===== config.mk =====
export PLATFORM = sky130hd
export DESIGN_NAME = intersection_phase_scheduler
export DESIGN_NICKNAME = d
export VERILOG_FILES = /design/src/rtl/intersection_phase_scheduler_pkg.sv /design/src/rtl/intersection_phase_scheduler_timer.sv /design/src/rtl/intersection_phase_scheduler.sv
export SDC_FILE = /design/constraint.sdc
export NUM_CORES = 1
export LEC_CHECK = 0
export CORE_MARGIN = 3
export CORE_UTILIZATION = 30
export CTS_CLUSTER_SIZE = 14
export DETAILED_ROUTE_END_ITERATION = 10
export GPL_ROUTABILITY_DRIVEN = 0
export PLACE_DENSITY = 0.62
export SKIP_LAST_GASP = 1
export SYNTH_ARGS = -nofsm -noshare
export SYNTH_HDL_FRONTEND = slang
export SYNTH_SLANG_ARGS = --single-unit
export TNS_END_PERCENT = 1

===== constraint.sdc =====
create_clock -name clk -period 5.6 [get_ports clk]
set_input_delay 0.56 -clock clk [delete_from_list [all_inputs] [get_ports clk]]
set_output_delay 0.56 -clock clk [all_outputs]
set_load 0.05 [all_outputs]

===== src/rtl/intersection_phase_scheduler_pkg.sv =====
// Shared lamp encodings, phase codes and small helpers for the intersection scheduler.
package traffic_pkg;

    localparam logic [1:0] LAMP_RED = 2'b00;
    localparam logic [1:0] LAMP_YEL = 2'b01;
    localparam logic [1:0] LAMP_GRN = 2'b10;

    localparam int ROAD_EW = 0;
    localparam int ROAD_NS = 1;
    localparam int N_ROADS = 2;

    typedef enum logic [2:0] {
        EW_GREEN  = 3'd0,
        EW_YELLOW = 3'd1,
        ALLRED_A  = 3'd2,
        NS_GREEN  = 3'd3,
        NS_YELLOW = 3'd4,
        ALLRED_B  = 3'd5,
        EMERG     = 3'd6
    } phase_t;

    function automatic logic [7:0] sat_add8(input int a, input int b);
        int s;
        s = a + b;
        if (s > 255) return 8'hFF;
        return 8'(s);
    endfunction

    function automatic logic [1:0] ew_lamp(input phase_t p);
        case (p)
            EW_GREEN:  return LAMP_GRN;
            EW_YELLOW: return LAMP_YEL;
            default:   return LAMP_RED;
        endcase
    endfunction

    function automatic logic [1:0] ns_lamp(input phase_t p);
        case (p)
            NS_GREEN:  return LAMP_GRN;
            NS_YELLOW: return LAMP_YEL;
            default:   return LAMP_RED;
        endcase
    endfunction

endpackage


===== src/rtl/intersection_phase_scheduler_timer.sv =====
// Tick-paced 8-bit phase down-counter; expire marks the last tick of a phase.
module phase_timer #(
    parameter logic [7:0] RESET_VAL = 8'd2
) (
    input  logic       clk,
    input  logic       rst_n,
    input  logic       tick,
    input  logic       load,
    input  logic [7:0] load_val,
    output logic [7:0] count,
    output logic       expire
);

    logic [7:0] cnt_reg;

    // Holds at 1 on its final tick; the FSM reloads it in that same clk.
    always_ff @(posedge clk or negedge rst_n) begin
        if (!rst_n) begin
            cnt_reg <= RESET_VAL;
        end else if (load) begin
            cnt_reg <= load_val;
        end else if (tick && (cnt_reg > 8'd1)) begin
            cnt_reg <= cnt_reg - 8'd1;
        end
    end

    assign count  = cnt_reg;
    assign expire = tick & (cnt_reg == 8'd1);

endmodule


===== src/rtl/intersection_phase_scheduler.sv =====
// Two-road intersection sequencer: tick-timed phases, pedestrian green extension and urgency preemption.
module intersection_phase_scheduler
    import traffic_pkg::*;
#(
    parameter int T_GREEN_EW = 45,
    parameter int T_GREEN_NS = 40,
    parameter int T_YELLOW   = 5,
    parameter int T_ALLRED   = 2,
    parameter int T_PED_EXT  = 10
) (
    input  logic       clk,
    input  logic       rst_n,
    input  logic       tick,
    input  logic       urgency,
    input  logic       ped_req_ew,
    input  logic       ped_req_ns,
    output logic [1:0] east_west,
    output logic [1:0] south_north,
    output logic [7:0] countdown,
    output logic       walk_ew,
    output logic       walk_ns,
    output logic [2:0] phase
);

    if (T_GREEN_EW < 1 || T_GREEN_EW > 255 || T_GREEN_NS < 1 || T_GREEN_NS > 255 ||
        T_YELLOW < 1 || T_YELLOW > 255 || T_ALLRED < 1 || T_ALLRED > 255 ||
        T_PED_EXT < 0 || T_PED_EXT > 255) begin : g_param_err
        $error("intersection_phase_scheduler: timing parameter out of range");
    end

    localparam logic [7:0] DUR_GREEN_EW = 8'(T_GREEN_EW);
    localparam logic [7:0] DUR_GREEN_NS = 8'(T_GREEN_NS);
    localparam logic [7:0] DUR_YELLOW   = 8'(T_YELLOW);
    localparam logic [7:0] DUR_ALLRED   = 8'(T_ALLRED);
    localparam logic [7:0] EXT_GREEN_EW = sat_add8(T_GREEN_EW, T_PED_EXT);
    localparam logic [7:0] EXT_GREEN_NS = sat_add8(T_GREEN_NS, T_PED_EXT);

    phase_t               state_reg, state_next;
    logic [N_ROADS-1:0]   ped_req;
    logic [N_ROADS-1:0]   pending_reg, pending_next, pending_clear;
    logic                 timer_load;
    logic [7:0]           timer_load_val;
    logic                 timer_expire;
    logic [7:0]           timer_count;
    logic [1:0]           ew_lamp_reg, ns_lamp_reg;
    logic                 walk_ew_reg, walk_ns_reg;

    phase_timer #(
        .RESET_VAL (DUR_ALLRED)
    ) u_timer (
        .clk      (clk),
        .rst_n    (rst_n),
        .tick     (tick),
        .load     (timer_load),
        .load_val (timer_load_val),
        .count    (timer_count),
        .expire   (timer_expire)
    );

    assign ped_req = {ped_req_ns, ped_req_ew};

    // A new request beats a same-clk clear, so it survives to the next green.
    for (genvar gi = 0; gi < N_ROADS; gi++) begin : g_pending
        assign pending_next[gi] = ped_req[gi] | (pending_reg[gi] & ~pending_clear[gi]);
    end

    always_comb begin
        state_next     = state_reg;
        timer_load     = 1'b0;
        timer_load_val = 8'd0;
        pending_clear  = '0;
        case (state_reg)
            EW_GREEN: begin
                if (urgency || timer_expire) begin
                    state_next     = EW_YELLOW;
                    timer_load     = 1'b1;
                    timer_load_val = DUR_YELLOW;
                end
            end
            EW_YELLOW: begin
                if (timer_expire) begin
                    state_next     = ALLRED_A;
                    timer_load     = 1'b1;
                    timer_load_val = DUR_ALLRED;
                end
            end
            ALLRED_A: begin
                if (timer_expire) begin
                    timer_load = 1'b1;
                    if (urgency) begin
                        state_next     = EMERG;
                        timer_load_val = 8'd0;
                    end else begin
                        state_next     = NS_GREEN;
                        timer_load_val = pending_reg[ROAD_NS] ? EXT_GREEN_NS : DUR_GREEN_NS;
                        pending_clear[ROAD_NS] = 1'b1;
                    end
                end
            end
            NS_GREEN: begin
                if (urgency || timer_expire) begin
                    state_next     = NS_YELLOW;
                    timer_load     = 1'b1;
                    timer_load_val = DUR_YELLOW;
                end
            end
            NS_YELLOW: begin
                if (timer_expire) begin
                    state_next     = ALLRED_B;
                    timer_load     = 1'b1;
                    timer_load_val = DUR_ALLRED;
                end
            end
            ALLRED_B: begin
                if (timer_expire) begin
                    timer_load = 1'b1;
                    if (urgency) begin
                        state_next     = EMERG;
                        timer_load_val = 8'd0;
                    end else begin
                        state_next     = EW_GREEN;
                        timer_load_val = pending_reg[ROAD_EW] ? EXT_GREEN_EW : DUR_GREEN_EW;
                        pending_clear[ROAD_EW] = 1'b1;
                    end
                end
            end
            EMERG: begin
                // Counter sits at 0 here, so ticks can neither count nor expire.
                if (!urgency) begin
                    state_next     = ALLRED_B;
                    timer_load     = 1'b1;
                    timer_load_val = DUR_ALLRED;
                end
            end
            default: begin
                state_next     = ALLRED_B;
                timer_load     = 1'b1;
                timer_load_val = DUR_ALLRED;
            end
        endcase
    end

    always_ff @(posedge clk or negedge rst_n) begin
        if (!rst_n) begin
            state_reg   <= ALLRED_B;
            pending_reg <= '0;
            ew_lamp_reg <= LAMP_RED;
            ns_lamp_reg <= LAMP_RED;
            walk_ew_reg <= 1'b0;
            walk_ns_reg <= 1'b0;
        end else begin
            state_reg   <= state_next;
            pending_reg <= pending_next;
            ew_lamp_reg <= ew_lamp(state_next);
            ns_lamp_reg <= ns_lamp(state_next);
            walk_ew_reg <= (state_next == EW_GREEN);
            walk_ns_reg <= (state_next == NS_GREEN);
        end
    end

    assign east_west   = ew_lamp_reg;
    assign south_north = ns_lamp_reg;
    assign walk_ew     = walk_ew_reg;
    assign walk_ns     = walk_ns_reg;
    assign phase       = state_reg;
    assign countdown   = timer_count;

endmodule


## Yosys cells after proc, flatten, opt, wreduce, memory -nomap -nowiden

Cells that the tools add are included.

| storage, ports and cells | value |
|---|---|
| register bits | 19 |
| bits in latches | 0 |
| memory bits (writable) | 0 |
| ROM bits | 0 |
| input bits | 6 |
| memories kept | 0 |

| cells by class | value |
|---|---|
| add/subtract/negate cells | 1 |
| multipliers | 0 |
| divide/modulo/power cells | 0 |
| $lt $le $gt $ge | 1 |
| equal/unequal tests | 10 |
| shift operators | 0 |
| mux-type cells | 31 |
| bitwise logic cells | 7 |
| reductions and logical operators | 8 |

Operators by type and width:

| cell | count |
|---|---|
| $pmux W8 S5 | 1 |
| $mux W3 | 10 |
| $mux W8 | 3 |
| $pmux W3 S7 | 1 |
| $mux W6 | 3 |
| $eq A3 B3 Y1 const B | 4 |
| $mux W5 | 2 |
| $eq A3 B2 Y1 const B | 3 |
| $eq A8 B1 Y1 const B | 1 |
| $gt A8 B1 Y1 const B | 1 |
| $pmux W2 S2 | 2 |
| $sub A8 B1 Y8 const B | 1 |
| $eq A3 B1 Y1 const B | 2 |
| $logic_not A3 Y1 | 2 |
| $mux W1 | 6 |
| $mux W2 | 2 |
| $reduce_or A2 Y1 | 2 |
| $reduce_or A4 Y1 | 1 |
| $and A1 B1 Y1 | 3 |
| $pmux W1 S3 | 1 |
| $not A1 Y1 | 2 |
| $or A1 B1 Y1 | 2 |
| $reduce_bool A2 Y1 | 1 |
| $logic_and A1 B1 Y1 | 1 |
| $logic_or A1 B1 Y1 | 1 |

## Longest topological paths before layout

Gate-level depths: netlist (run 1).

| logic depth | value |
|---|---|
| word-level depth | 7 |
| gate-level depth with buffers | 8 |
| mapped depth without buffers | 7 |

## Hierarchy

A second synthesis (run 1) with hierarchy kept.

| second synthesis, totals | value |
|---|---|
| cell total of the unflattened synthesis | 125 |
| area, all modules | 1151.1 µm² |

Modules (own cells, without submodules):

| module | times used | cells each | area each (µm²) |
|---|---|---|---|
| phase_timer | 1 | 67 | 579.3 |
| intersection_phase_scheduler | 1 | 58 | 571.8 |

## Worst setup path before layout (run 1)

No wires, ideal clock.

| timing | value |
|---|---|
| path kind | reg-to-reg |
| start | reg u_timer.cnt_reg[1] (netlist: u_timer.count[1]) |
| end | reg u_timer.cnt_reg[4] (netlist: u_timer.count[4]) |
| setup time | 121 ps |
| arrival time | 2039 ps |
| data required time | 5479 ps |
| slack | 3441 ps |
| cell stages (with the launch flop) | 8 |
| buffers on the path | 0 |
| clock period less this slack | 2159 ps |
| cell sequence | dfstp_2 inv_1 ha_1 and4bb_2 a22oi_1 o221a_2 nand2_1 o211a_1 |

| between the ends | value |
|---|---|
| longest elaborated chain between the ends | 6 |
| elaborated cells on any way between the ends | 15 |
| classes of those cells | add/sub (1); order compare (1); eq/ne (1); mux (8); bitwise (1); reduce/logical (3) |

Ends and longest elaborated chain:

| element | line | source |
|---|---|---|
| start: declaration | intersection_phase_scheduler_timer.sv:14 | `logic [7:0] cnt_reg;` |
| start signal: assignment | intersection_phase_scheduler_timer.sv:21 | `cnt_reg <= load_val;` |
| start signal: assignment | intersection_phase_scheduler_timer.sv:23 | `cnt_reg <= cnt_reg - 8'd1;` |
| $eq A8 B1 Y1 | intersection_phase_scheduler_timer.sv:28 | `assign expire = tick & (cnt_reg == 8'd1);` |
| $and A1 B1 Y1 | intersection_phase_scheduler_timer.sv:28 |  |
| $logic_or A1 B1 Y1 | intersection_phase_scheduler.sv:74, intersection_phase_scheduler.sv:101 |  |
| $mux W1 | intersection_phase_scheduler.sv:74, intersection_phase_scheduler.sv:101 |  |
| $pmux W1 S3 | intersection_phase_scheduler.sv:72 | `case (state_reg)` |
| $mux W8 or $reduce_bool A2 Y1 (tied branches) | -- |  |

Several ways; a longest one is shown, not always the timed one. The select of a mux whose other input is x is not followed.
A chain may end at the register's enable or synchronous reset.

## Worst setup path in the final report (run 1)

| timing | value |
|---|---|
| start | reg state_reg[1] (netlist: phase[1]) |
| end | out phase[1] |

RTL lines:

| element | line | source |
|---|---|---|
| start: declaration | intersection_phase_scheduler.sv:38 | `phase_t state_reg, state_next;` |
| start signal: assignment | intersection_phase_scheduler.sv:152 | `state_reg <= state_next;` |
| end: declaration | intersection_phase_scheduler.sv:22 | `output logic [2:0] phase` |

No word-level cell between the ends.

==> results of run 1 <==
==> path summary, 6_finish.rpt <==
kind / startpoint / endpoint / slack (ns)
setup / recovery: phase[1] / phase[1] / 3.07
hold / removal: pending_reg[0] / pending_reg[0] / 0.53
setup reg to reg: u_timer.count[1] / u_timer.count[2] / 3.51
hold reg to reg: pending_reg[0] / pending_reg[0] / 0.53
max in group asynchronous: rst_n / south_north[1] / 4.30
min in group asynchronous: rst_n / u_timer.count[3] / 0.78
==> synthesized netlist by cell type (3+ instances only) <==
master	number
nor2_1	8
and4_1	3
a21oi_1	12
dfstp_2	3
o22a_1	3
nand2_1	7
inv_1	5
clkbuf_1	5
nand3_1	5
dfrtp_1	16
o21ai_0	4
nor3_1	3
==> power by group <==
| part | switching, mW | internal, mW | leakage [nW] | total [mW] |
|---|---|---|---|---|
| clock network | 0.0465 | 0.0507 | 0.0228 | 0.0971 |
| registers | 0.0777 | 0.189 | 0.232 | 0.267 |
| logic | 0.340 | 0.216 | 0.321 | 0.556 |
==> through the flow <==
step / cells / power, mW / hold slack, ns / utilization [%]
2_1_floorplan: 127 / 0.675 / 0.264 / -
3_3_place_gp: 189 / 0.820 / 0.500 / 38.4
3_5_place_dp: 189 / 0.826 / 0.510 / 38.4
4_1_cts: 193 / 0.926 / 0.527 / 39.6
5_1_grt: 193 / 0.988 / 0.572 / 39.6
6_report: 193 / 0.920 / 0.531 / 39.6
==> cell type report <==
class                   count  area (sq um)  share of cell area [%]
well taps                  48          60.1                    4.02
clock buffers               4          45.0                    3.02
flip-flops and latches     19           479                    32.1
repair buffers             22           220                    14.7
inverters                   5          18.8                    1.26
multi-input cells          95           671                    44.9
==> cell families (layout without fill, tap and decap cells) <==
group	after synthesis	after routing
buffers and inverters	13	31
XOR/XNOR	3	3
AO/OA/AOI/OAI	39	39
flip-flops	19	19
adder cells (fa/ha/maj)	2	2
AND/OR/NAND/NOR	49	49
multiplexers	2	2
==> layer usage <==
metal / vias to the layer above / global-route usage (%)
li1: 515 / -
met1: 506 / 16.7
met2: 34 / 18.6
met3: 3 / 3.04
met4: 0 / 5.21
met5: - / 0
==> impl_metrics.tcl, run 1 <==
set metrics [dict create \
    drive_gt1_share_pct 12.4 \
    clock_latency_ns 0.26 \
    floorplan.initialDensity_pct 31.9 \
    crit_arrival_ns 1.97 \
    setup_viol 0 \
    cp_num_buf_inv 1 \
    synthMuxAreaShare_pct 1.66 \
    ctsResizeCount 0 \
    avgSynthCellArea_sq_um 9.48 \
    syn-cell-area_sq_mm 0.00120 \
    cts_hold_buf 0 \
    final_cell_mix "22 x clkdlybuf4s50_1, 16 x dfrtp_1, 12 x a21oi_1, 8 x nor2_1, 7 x nand2_1" \
    drv_slew 0 \
    post-dp-hpwl_microns 2030 \
    synth_seq_cells 19 \
    grt_pass1_wl_microns 4920 \
    vias_per_cell 5.48 \
    crit_chain "clkdlybuf4s50_1" \
    grt_use_total_pct 12.4 \
    cts_max_path_buffers 2 \
    critPathMaxFanout 25 \
    detail_route.wirelength_microns 2750 \
    dr_total_vias 1058 \
    first_pass_iters 4 \
    clock-sinks 19 \
    cp_top_family "buffers and inverters" \
    fin_setup_tns_ns 0 \
    finalWorstSetupSlack_ns 3.07 \
    leakage_nw 0.576 \
    crit_cells 1 \
    ys_seq_area_share_pct 39.8 \
    dp_slack_ns 3.10 \
    root_buffer "clkbuf_8" \
    synth_top_family_by_area "compound AO/OA/AOI/OAI gates" \
    synth_ff_type "dfrtp_1" \
    rsz0062_at_grt "false" \
    cts_tree "built" \
    synthAdderAreaFrac_pct 2.08 \
    drt_iter0_drc 81 \
    topRoutingLayerUsed "met4" \
    required_ns 5.04 \
    ys_top_cells_by_area "dfrtp_1 33%, dfstp_2 6.5%, a21oi_1 5.0%, nor2_1 2.5%, nand2_1 2.2%" \
    clk_pin_slew_worst_paths_ns 0.07 \
    async_flop_share_pct 100 \
    wl_met2_microns 1240 \
    critPathKind "reg -> out" \
    cp-start-kind "flop" \
    syn_to_final_growth_pct 24.1 \
    synth_xor_xnor_area_share_pct 2.18 \
    synth-simple-area-share_pct 24.6 \
    slowest_delay_ns 0.93 \
    endpoint_kind "output port" \
    yosysWarnings 0 \
    status "completed" \
    skew_ns 0.00434 \
    syn_inst 127 \
    diodes 0 \
    coreArea_sq_mm 0.00377 \
    tightest_slew_ns 0.845 \
    synth_edf_count 0 \
    first_global_vias 1033 \
    fin_nets 154 \
    synth_top_area_share_pct 33.3 \
    portBuffers 22 \
    cts_buffers 3 \
    final_area_sq_mm 0.00149 \
    met3_length_microns 178 \
    fmax_mhz 396 \
    fp.dieW_microns 69.3 \
    cts_setup_buffers 0 \
    hold_violations 0 \
    dieArea_sq_mm 0.00481 \
    power_density_mw_per_mm2 616 \
    yosysUniqueCellTypes 55 \
    cpMaxStageDelayCell "clkdlybuf4s50_1" \
    rows 22 \
    m1WireLength_microns 1300 \
    min-delay-path-class "reg -> reg" \
    ant_nets 0 \
    maxCapViolCount 0 \
    peakVddDrop_uv 193 \
    synth_compound_area_share_pct 25.2 \
    largest_reg_flops 8 \
    grt_remaining_overflow 0 \
    syn_nets 135 \
    placed_area_sq_mm 0.00145 \
    ios 23 \
    grt_max_degree 26 \
    n_fill_cell 360 \
    yosys.area.top_type "dfrtp_1" \
    antenna_found_initial 0 \
    final_common_cell "clkdlybuf4s50_1" \
    fin_crit_sh_pct 45.1 \
    fin_crit_ns 2.53 \
    slew_headroom_pct 43.5 \
    drc 0 \
    die_h_microns 69.3 \
    worstRegToRegCells 7 \
    routedWlPerCell_microns 14.3 \
    whs_path_depth 1 \
    h-tree-depth 1 \
]
Note: power is estimated with default switching activity, not from simulation.
==> run 2, diff against run 1 <==
==> constraint.sdc (replaced) <==
create_clock -name clk -period 2.4 [get_ports clk]
set_input_delay 0.24 -clock clk [delete_from_list [all_inputs] [get_ports clk]]
set_output_delay 0.24 -clock clk [all_outputs]
set_load 0.05 [all_outputs]
==> run 2 against run 1 <==
Combinational power grew 140%. Critical path depth is the same. Sequential share of layout area shrank 0.66 points. Sequential power grew 120%. Total power grew 140%. Utilization grew 0.83 points. Clock power grew 140%. Worst hold slack lost 0.21 ns. Critical path type unchanged.
==> impl_metrics.tcl, run 2 (synthesized netlist as in run 1, its figures left out) <==
set metrics [dict create \
    status "completed" \
    cp-startpoint "phase[0]" \
    power_density_mw_per_mm2 1420 \
    multiInputGateArea_sq_um 671 \
    endpoint_kind "output port" \
    crit_chain "clkdlybuf4s50_1" \
    ctsResizeCount 0 \
    final_area_sq_mm 0.00153 \
    syn_to_final_growth_pct 26.7 \
    utilization_pct 40.4 \
    antenna_found_initial 0 \
    hold_violations 0 \
    first_pass_iters 4 \
    drt_iter0_drc 38 \
    clock_latency_ns 0.26 \
    slew_headroom_pct 59.7 \
    grt_remaining_overflow 0 \
    fin_nets 158 \
    drv_slew 0 \
    n_fill_cell 370 \
    floorplan.initialDensity_pct 31.9 \
    fin_setup_tns_ns 0 \
    maxCapViolCount 0 \
    cts_setup_buffers 0 \
    h-tree-depth 1 \
    rsz0062_at_grt "false" \
    m1WireLength_microns 1450 \
    fin_crit_sh_pct 87.9 \
    wl_met2_microns 1340 \
    seqCellArea_sq_um 479 \
    cp-start-kind "flop" \
    tightest_slew_ns 0.599 \
    diodes 0 \
    ios 23 \
    drive_gt1_share_pct 15.4 \
    final_cell_mix "22 x clkdlybuf4s50_1, 16 x dfrtp_1, 12 x a21oi_1, 8 x nor2_1, 7 x nand2_1" \
    dieArea_sq_mm 0.00481 \
    cts_hold_buf 0 \
    critPathKind "reg -> out" \
    cts_tree "built" \
    cp_top_family "buffers and inverters" \
    dp_slack_ns 0.323 \
    cp_num_buf_inv 1 \
    fp.dieW_microns 69.3 \
    root_buffer "clkbuf_8" \
    met3_length_microns 124 \
    cts_max_path_buffers 2 \
    ant_nets 0 \
    vias_per_cell 5.50 \
    post-dp-hpwl_microns 2110 \
    grt_use_total_pct 12.9 \
    die_h_microns 69.3 \
    dr_total_vias 1084 \
    finalWorstSetupSlack_ns 0.291 \
    grt_pass1_wl_microns 5170 \
    largest_reg_flops 8 \
    fin_crit_ns 2.11 \
    portBuffers 22 \
    leakage_nw 0.598 \
    coreArea_sq_mm 0.00377 \
    drc 0 \
    detail_route.wirelength_microns 2950 \
    slowest_delay_ns 0.87 \
    first_global_vias 1109 \
    rows 22 \
    fmax_mhz 474 \
    topRoutingLayerUsed "met4" \
    min-delay-path-class "in -> async" \
    required_ns 2.16 \
    crit_arrival_ns 1.87 \
    final_common_cell "clkdlybuf4s50_1" \
    routedWlPerCell_microns 15.0 \
    cts_buffers 3 \
    setup_viol 0 \
    peakVddDrop_uv 523 \
    placed_area_sq_mm 0.00148 \
    critPathMaxFanout 19 \
    grt_max_degree 24 \
    cpMaxStageDelayCell "clkdlybuf4s50_1" \
    reg2reg_from "u_timer.count[1]" \
    clock-sinks 19 \
    clk_pin_slew_worst_paths_ns 0.08 \
    skew_ns 0.00531 \
]
[run 2: changes by cell type in the layout (fill, tap and decap cells not counted)]
cell and change:
buf_4 +4, clkbuf_1 -1, clkinv_2 +1
[run 2: power breakdown]
group | switching, mW | leakage, nW | internal [mW] | total (mW)
Clock | 0.116 | 0.0255 | 0.116 | 0.232
Combinational | 0.833 | 0.340 | 0.513 | 1.35
Sequential | 0.153 | 0.232 | 0.442 | 0.596
[run 2: area by class of cell]
class | count | share of cell area [%]
Clock buffer | 3 | 2.71
Clock inverter | 1 | 0.328
Inverter | 5 | 1.23
Multi-Input combinational cell | 95 | 44.0
Sequential cell | 19 | 31.4
Tap cell | 48 | 3.94
Timing Repair Buffer | 26 | 16.4
[run 2: worst reg2reg max path, delay by kind of cell, from the launching register on]
kind,cells,cell delay [ns]
AO/OA/AOI/OAI,3,0.76
adder cells (fa/ha/maj),1,0.19
buffers and inverters,1,0.08
flip-flops,1,0.57
AND/OR/NAND/NOR,2,0.36
[run 2: metal layers]
layer  up-vias  global-route usage [%]
li1        520                       -
met1       533                    18.0
met2        27                    20.1
met3         4                    2.46
met4         0                    3.69
met5         -                       0
[run 2: final timing paths]
kind / slack [ns] / cells past startpoint / end
setup / recovery: 0.29 / 1 / phase[0]
hold / removal: 0.32 / 2 / u_timer.count[4]
setup reg to reg: 0.31 / 7 / u_timer.count[0]
hold reg to reg: 0.52 / 1 / pending_reg[0]
max in group asynchronous: 1.81 / 2 / u_timer.count[1]
min in group clk: 0.52 / 1 / pending_reg[0]
[run 2: metrics by stage]
step / total power, mW / hold WS (ns) / std cells
2_1_floorplan: 1.58 / -0.0556 / 127
3_3_place_gp: 1.93 / 0.506 / 193
3_5_place_dp: 1.95 / 0.500 / 193
4_1_cts: 2.19 / 0.330 / 197
5_1_grt: 2.33 / 0.337 / 197
6_report: 2.17 / 0.319 / 197
